[config.mk]
export PLATFORM = sky130hd
export DESIGN_NAME = mem_arbiter
export DESIGN_NICKNAME = d
export VERILOG_FILES = /design/src/rtl/mem_arbiter.sv
export SDC_FILE = /design/constraint.sdc
export NUM_CORES = 1
export LEC_CHECK = 0
export BUFFER_PORTS_ARGS = -buffer_cell sky130_fd_sc_hd__buf_2
export CAP_MARGIN = 15
export CORE_AREA = 2 2 107 109
export DETAILED_ROUTE_END_ITERATION = 16
export DIE_AREA = 0 0 109 111
export PLACE_DENSITY = 0.84
export RECOVER_POWER = 50
export SLEW_MARGIN = 20
export SYNTH_ARGS = -nofsm -noshare
export SYNTH_HDL_FRONTEND = slang
export SYNTH_SLANG_ARGS = --single-unit
[constraint.sdc]
create_clock -name clk -period 4.8 [get_ports clk]
set_input_delay 0.24 -clock clk [delete_from_list [all_inputs] [get_ports clk]]
set_output_delay 0.24 -clock clk [all_outputs]
set_load 0.02 [all_outputs]
[src/rtl/mem_arbiter.sv]
// Two-requester (IF / LS) arbiter for a single memory port, one transaction in flight.
// Optional round-robin arbitration is enabled by defining MEM_ARB_ROUND_ROBIN_EN.
module mem_arbiter #(
  parameter int ADDR_WIDTH = 32,
  parameter int DATA_WIDTH = 32
) (
  input  logic                    clk,
  input  logic                    rst,

  input  logic                    if_req_valid,
  output logic                    if_req_ready,
  input  logic [ADDR_WIDTH-1:0]   if_req_addr,
  output logic                    if_rsp_valid,
  input  logic                    if_rsp_ready,
  output logic [DATA_WIDTH-1:0]   if_rsp_data,

  input  logic                    ls_req_valid,
  output logic                    ls_req_ready,
  input  logic [ADDR_WIDTH-1:0]   ls_req_addr,
  input  logic                    ls_req_wen,
  input  logic [DATA_WIDTH-1:0]   ls_req_wdata,
  input  logic [DATA_WIDTH/8-1:0] ls_req_wmask,
  output logic                    ls_rsp_valid,
  input  logic                    ls_rsp_ready,
  output logic [DATA_WIDTH-1:0]   ls_rsp_data,

  output logic                    mem_req_valid,
  input  logic                    mem_req_ready,
  output logic [ADDR_WIDTH-1:0]   mem_req_addr,
  output logic                    mem_req_wen,
  output logic [DATA_WIDTH-1:0]   mem_req_wdata,
  output logic [DATA_WIDTH/8-1:0] mem_req_wmask,
  input  logic                    mem_rsp_valid,
  output logic                    mem_rsp_ready,
  input  logic [DATA_WIDTH-1:0]   mem_rsp_data
);

  // state | meaning
  // IDLE  | waiting for a request; grant decided combinationally
  // REQ   | presenting latched request to memory
  // WAIT  | waiting for memory response / write ack
  // RESP  | returning response to the owner
  typedef enum logic [1:0] {S_IDLE, S_REQ, S_WAIT, S_RESP} state_t;

  state_t                  state;
  logic                    owner_ls;
  logic [ADDR_WIDTH-1:0]   addr_q;
  logic                    wen_q;
  logic [DATA_WIDTH-1:0]   wdata_q;
  logic [DATA_WIDTH/8-1:0] wmask_q;
  logic [DATA_WIDTH-1:0]   if_data_q;
  logic [DATA_WIDTH-1:0]   ls_data_q;
  logic                    grant_ls;
  logic                    grant_if;
  logic                    owner_done;

`ifdef MEM_ARB_ROUND_ROBIN_EN
  // 1 = LS was granted last, 0 = IF
  logic                    last_grant;

  always_comb begin
    grant_ls = 1'b0;
    grant_if = 1'b0;
    if (ls_req_valid && if_req_valid) begin
      grant_ls = ~last_grant;
      grant_if = last_grant;
    end else begin
      grant_ls = ls_req_valid;
      grant_if = if_req_valid;
    end
  end
`else
  always_comb begin
    grant_ls = ls_req_valid;
    grant_if = if_req_valid && !ls_req_valid;
  end
`endif

  // Handshake outputs are forced low while reset is held
  assign if_req_ready  = !rst && (state == S_IDLE) && grant_if;
  assign ls_req_ready  = !rst && (state == S_IDLE) && grant_ls;
  assign mem_req_valid = !rst && (state == S_REQ);
  assign mem_rsp_ready = !rst && (state == S_WAIT);
  assign if_rsp_valid  = !rst && (state == S_RESP) && !owner_ls;
  assign ls_rsp_valid  = !rst && (state == S_RESP) && owner_ls;

  assign mem_req_addr  = addr_q;
  assign mem_req_wen   = wen_q;
  assign mem_req_wdata = wdata_q;
  assign mem_req_wmask = wmask_q;
  assign if_rsp_data   = if_data_q;
  assign ls_rsp_data   = ls_data_q;

  assign owner_done = owner_ls ? ls_rsp_ready : if_rsp_ready;

  always_ff @(posedge clk) begin
    if (rst) begin
      state     <= S_IDLE;
      owner_ls  <= 1'b0;
      addr_q    <= '0;
      wen_q     <= 1'b0;
      wdata_q   <= '0;
      wmask_q   <= '0;
      if_data_q <= '0;
      ls_data_q <= '0;
`ifdef MEM_ARB_ROUND_ROBIN_EN
      last_grant <= 1'b0;
`endif
    end else begin
      case (state)
        S_IDLE: begin
          if (grant_ls) begin
            owner_ls <= 1'b1;
            addr_q   <= ls_req_addr;
            wen_q    <= ls_req_wen;
            wdata_q  <= ls_req_wdata;
            wmask_q  <= ls_req_wmask;
            state    <= S_REQ;
`ifdef MEM_ARB_ROUND_ROBIN_EN
            last_grant <= 1'b1;
`endif
          end else if (grant_if) begin
            // fetch is read-only
            owner_ls <= 1'b0;
            addr_q   <= if_req_addr;
            wen_q    <= 1'b0;
            wdata_q  <= '0;
            wmask_q  <= '0;
            state    <= S_REQ;
`ifdef MEM_ARB_ROUND_ROBIN_EN
            last_grant <= 1'b0;
`endif
          end
        end
        S_REQ: begin
          if (mem_req_ready) state <= S_WAIT;
        end
        S_WAIT: begin
          if (mem_rsp_valid) begin
            if (owner_ls) ls_data_q <= mem_rsp_data;
            else          if_data_q <= mem_rsp_data;
            state <= S_RESP;
          end
        end
        S_RESP: begin
          if (owner_done) state <= S_IDLE;
        end
        default: state <= S_IDLE;
      endcase
    end
  end

endmodule
-- Yosys cells after proc, flatten, opt, wreduce, memory -nomap -nowiden
Cells that the tools add are included.
- register bits: 136
- bits in latches: 0
- memory bits (writable): 0
- ROM bits: 0
- input port bits: 141
- output and inout bits: 139
- logic and storage cells: 50
- memories: 0
- $add $sub $neg: 0
- $mul: 0
- div/mod/pow operators: 0
- magnitude comparators: 0
- equal/unequal tests: 7
- shift operators: 0
- muxes and demuxes: 16
- bitwise operators: 1
- reduce and logical (&&, ||, !) cells: 18
- operators by type and width (kind ; count):
    two-way mux 32 bit ; 4
    two-way mux 2 bit ; 5
    logical AND 1 bit ; 9
    two-way mux 4 bit ; 2
    one-hot mux 2 bit (4 select lines) ; 1
    inequality test 2 bit, second input constant ; 3
    AND reduction 3 bit ; 2
    == test 2 bit, second input constant ; 2
    two-way mux 1 bit ; 4
    AND reduction 4 bit ; 1
    zero test 1 bit ; 3
    inequality test 3 bit, second input constant ; 1
    == test 2 x 1 -> 1 bit, second input constant ; 1
    zero test 2 bit ; 1
    AND reduction 2 bit ; 1
    nonzero test 2 bit ; 1
    inverter 1 bit ; 1

-- Longest topological paths before layout
- depth after elaboration: 5
- mapped depth: 7
- gate-level depth less buffers: 5

-- Worst setup path before layout
No wires, ideal clock.
- path kind: register to output
- from: register state[0]
- to: output port if_req_ready
- data arrival time: 1484 ps
- setup slack: 3076 ps
- stages on the path, launching flop included: 5
- buffers on the path: 1
- cells stage by stage: dfxtp_1 inv_1 ha_1 buf_2 nor4bb_1
- longest elaborated chain between the ends: 3
- RTL lines (element ; RTL line ; text):
    start: declaration ; 45 ; state_t state;
    start signal: assignment ; 98 ; state <= S_IDLE;
    start signal: assignment ; 118 ; state <= S_REQ;
    start signal: assignment ; 129 ; state <= S_REQ;
    zero test 2 bit ; 80 ; assign if_req_ready = !rst && (state == S_IDLE) && grant_if;
    logical AND 1 bit (2 in a row) ; 80 ;
    end: declaration ; 11 ; output logic if_req_ready,
Every way passes these cells.

-- Worst setup path after layout
- from: register state[1]
- to: register addr_q[31] (netlist: mem_req_addr[31])
- longest elaborated chain between the ends: 2
- RTL lines (element ; RTL line ; text):
    zero test 2 bit ; 110 ; case (state)
    AND reduction 2 bit (no source line) ; -- ;
    end signal: assignment ; 114 ; addr_q <= ls_req_addr;
    end signal: assignment ; 125 ; addr_q <= if_req_addr;
    end: declaration ; 47 ; logic [ADDR_WIDTH-1:0] addr_q;
Every way passes these cells.
A chain may end at the register's enable or synchronous reset.

==> results.rst <==
.. list-table::
   :header-rows: 1

   * - Metric
     - Value
   * - Area of the mapped netlist
     - approximately 5200 um^2
   * - Post-DRT Antenna Nets
     - 0
   * - Dominant cells by area after synthesis
     - dfxtp_1, nand2_1, a21oi_1
   * - Number of clock sinks
     - between 100 and 150
   * - Maximum achievable frequency
     - 0.3837 GHz
   * - Kind of launch point of the worst setup path
     - flip-flop
   * - Hold violation total from the final report
     - 0
   * - Number of distinct library cells after synthesis
     - 24
   * - CP Data Required Time
     - 5.11 ns
   * - Number of antenna violations at the first check in global routing
     - 1
   * - Count of boundary I/O pins
     - 280
   * - Worst reg2reg startpoint
     - state[1]
   * - Fraction of layout instances using a drive strength above 1
     - 20.93%
   * - Final RePlAce weighted congestion
     - 0.7605
   * - R2R cell count
     - 5
   * - Pins over their slew limit
     - 65
   * - Max-Cap Viols
     - 1
   * - Vert. Die Dim
     - 111 um
   * - Number of buffers inserted during clock tree synthesis
     - 17
   * - Total routing usage reported by global routing
     - 23.17%
   * - Top-count cell post-synth
     - nand2_1
   * - Main combinational cell family by area after synthesis
     - simple AND/OR/NAND/NOR gates
   * - Ratio of total power to cell area
     - 529.0 nW/um^2
   * - Root Buffer
     - clkbuf_16
   * - Floorplan Core Area
     - around 11000 um^2
   * - Number of enable-type register cells in the synthesized netlist
     - 0
   * - Worst Path Class, Setup
     - flip-flop to flip-flop
   * - Area growth syn-to-layout
     - 35.55%
   * - Reg clk slew, reported paths
     - approximately 0.06 ns
   * - Number of design-rule violations left by the first detailed-router iteration
     - 429
   * - IR drop worst, VDD
     - between 0.3 and 0.4 mV
   * - Post-synthesis area per instance
     - 8.374 um^2
   * - Main synth FF type
     - dfxtp_1
   * - Final period demand of the worst path
     - 2.606 ns
   * - Min-Delay Startpoint
     - mem_rsp_data[3]
   * - Crit path arrival time
     - about 2.9 ns
   * - Count of mapped cells out of synthesis
     - 619
   * - Cells on Worst Hold Path
     - 3
   * - DRC violation count after routing
     - 0
   * - Post-layout utilization of the core
     - between 60 and 70%
   * - Status
     - finished with violations
   * - Final wirelength
     - 14310 um
   * - Number of nets at the end of the flow
     - approximately 1000
   * - HPWL Detailed
     - around 10000 um
   * - End of the worst hold path
     - if_rsp_data[3]
   * - Total of hold buffers inserted after clock tree synthesis
     - 0
   * - Initial cell density of the core
     - 46.80%
   * - Syn nets
     - 765
   * - Number of H-tree levels
     - 4
   * - Met2 capacity usage during global routing
     - 39.01%
   * - Adder-cell share of the synthesized area
     - 1.207%
   * - FF-to-FF End
     - mem_req_addr[31]
   * - Final Cycle Share
     - 54.29%
   * - Clock buffer depth
     - 2
   * - Area fraction of the dominant cell type after synthesis
     - 52.52%
   * - Area fraction in and, or, nand and nor cells after synthesis
     - between 10% and 20%
   * - FF-to-FF setup slack
     - approximately 2.2 ns
   * - Static leakage power
     - around 2.8 nW
   * - Normalized max-slew margin
     - -33.40%
   * - Complex-gate fraction of the synthesized area
     - 15.18%
   * - Proportion of synthesized area in mux cells
     - 6.758%
   * - Number of resized instances in the post-cts repair step
     - 0
   * - Met3 global-route usage
     - 8.407%
   * - Detailed Routing Iterations Pass 1
     - 5
   * - Violated checks
     - capacitance limit, slew limit
   * - Class of the most critical hold timing path
     - input pin to flip-flop
   * - FFs w/ async S/R, synth
     - 0%
   * - Vias in the first global route
     - 4545
   * - Worst slew pin tran
     - 2.001 ns
   * - Library cell occupying the most area in the post-synthesis netlist
     - dfxtp_1
   * - Worst Skew
     - 0.007241 ns
   * - Total die area
     - approximately 12000 um^2
   * - Wire per inst
     - 13.92 um
   * - Kind of end point of the critical path
     - flip-flop
   * - Seq cells post-synth
     - 136
   * - PortBufs
     - 279
   * - Avg Vias per Cell
     - 5.083
   * - Setup violators final
     - 0
   * - Most Crowded Layer GR
     - met2
   * - Total via count in the routed design
     - roughly 5200
   * - Met1 layer usage reported by global route
     - 25.41%
   * - Largest net degree at the start of global routing
     - between 70 and 80
   * - CP Max Fanout
     - 64
   * - Post-CTS Setup Bufs
     - 0
   * - Final sum of negative setup slack
     - 0 ns
   * - Gr ovfl total
     - 0
   * - Share of the synthesized netlist area taken by xor and xnor gates
     - 0%
   * - Horiz. Die Dim
     - 109 um
   * - Yosys warning total
     - 0
   * - Wire length of the first global-routing pass
     - 21920 um
   * - Sequential cell area fraction in the yosys report
     - a little over half
   * - CTS tree
     - built
   * - Top cells by instance count after synthesis
     - nand2_1, dfxtp_1, a21oi_1, nand3_1, mux2i_1
   * - Insertion delay to the later sink of the worst-skew pair
     - 0.41 ns
   * - Setup repair after global routing missed its margin
     - no
   * - Floorplan row count
     - 39
flip-flops by register name, summed over array words and instances, names as in the netlist:
register       count
if_rsp_data       32
ls_rsp_data       32
mem_req_addr      32
mem_req_wdata     32
mem_req_wmask      4
state              2
mem_req_wen        1
owner_ls           1
metal layers:
layer	routed length (um)	vias to the layer above	part of all wire, %
met3	1349	25	9.4
met2	7021	251	49
met5	0	-	0
met1	5661	2355	40
li1	-	2594	-
met4	277	0	1.9
through the flow:
step	total power, W	worst slack (ns)	hold slack (ns)	area, um^2	std cells
after global placement	0.002451	2.655	0.4355	6593	995
after CTS	0.003786	2.661	0.05575	7193	1027
after detailed placement	0.002474	2.582	0.4414	6593	995
final	0.003717	2.194	0.07707	7027	1028
after global routing	0.003908	1.834	0.05999	7027	1028
after floorplan	0.002124	3.076	0.3760	5184	619
power breakdown:
part | switching, W | internal, W | leakage (nW)
registers | 0.000106 | 0.00132 | 1.11
clock network | 0.000452 | 0.000855 | 0.298
logic | 0.000681 | 0.000301 | 1.44
total | 0.00124 | 0.00248 | 2.85
final cells by class:
| class | count | area, um^2 |
|---|---|---|
| multi-input combinational | 428 | 2235 |
| sequential | 136 | 2723 |
| tap | 143 | 178.9 |
| timing repair buffer | 285 | 1276 |
| inverter | 3 | 11.26 |
| fill | 1053 | 4050 |
| antenna | 1 | 2.502 |
| clock inverter | 8 | 118.9 |
| clock buffer | 24 | 481.7 |
worst max path at each step:
stage | to | cells past startpoint | slack, ns | startpoint
final | mem_req_addr[31] | 5 | 2.19 | state[1]
after global routing | mem_req_addr[31] | 5 | 1.83 | state[1]
after CTS | if_req_ready | 5 | 2.66 | state[0]
after detailed placement | mem_req_addr[21] | 4 | 2.58 | ls_req_valid
after global placement | mem_req_addr[10] | 4 | 2.66 | ls_req_valid
after floorplan | if_req_ready | 4 | 3.08 | state[0]
worst max-delay path: stages, from the launching register on:
cell and delay [ns]:
dfxtp_1 0.33, inv_1 0.10, ha_1 0.18, o21a_1 1.48, nor2_1 0.07, a211oi_1 0.29
cells by family after synthesis:
family	after synthesis
AOI/OAI and AO/OA	138
adders and majority gates	5
buffers and inverters	55
DFF	136
muxes	35
and+or+nand+nor	250
cell usage in the layout, fill, tap and decap left out:
master,n
nand2_1,168
buf_2,144
clkbuf_1,138
dfxtp_1,136
a21oi_1,101
nand3_1,38
mux2i_1,35
nor2_1,32
a211oi_1,32
clkbuf_16,17
buf_4,7
ha_1,5
clkinv_2,4
inv_1,3
nor2b_1,3
bufinv_16,3
clkbuf_8,3
nor3b_1,2
and3_2,2
diode_2,1
nor4bb_1,1
and3_1,1
o21ai_2,1
and3b_2,1
nand3b_1,1
o21ai_0,1
and2b_1,1
a2111oi_2,1
o21a_1,1
a31o_2,1
clkinv_4,1
Power figures use the tool's default switching activity.
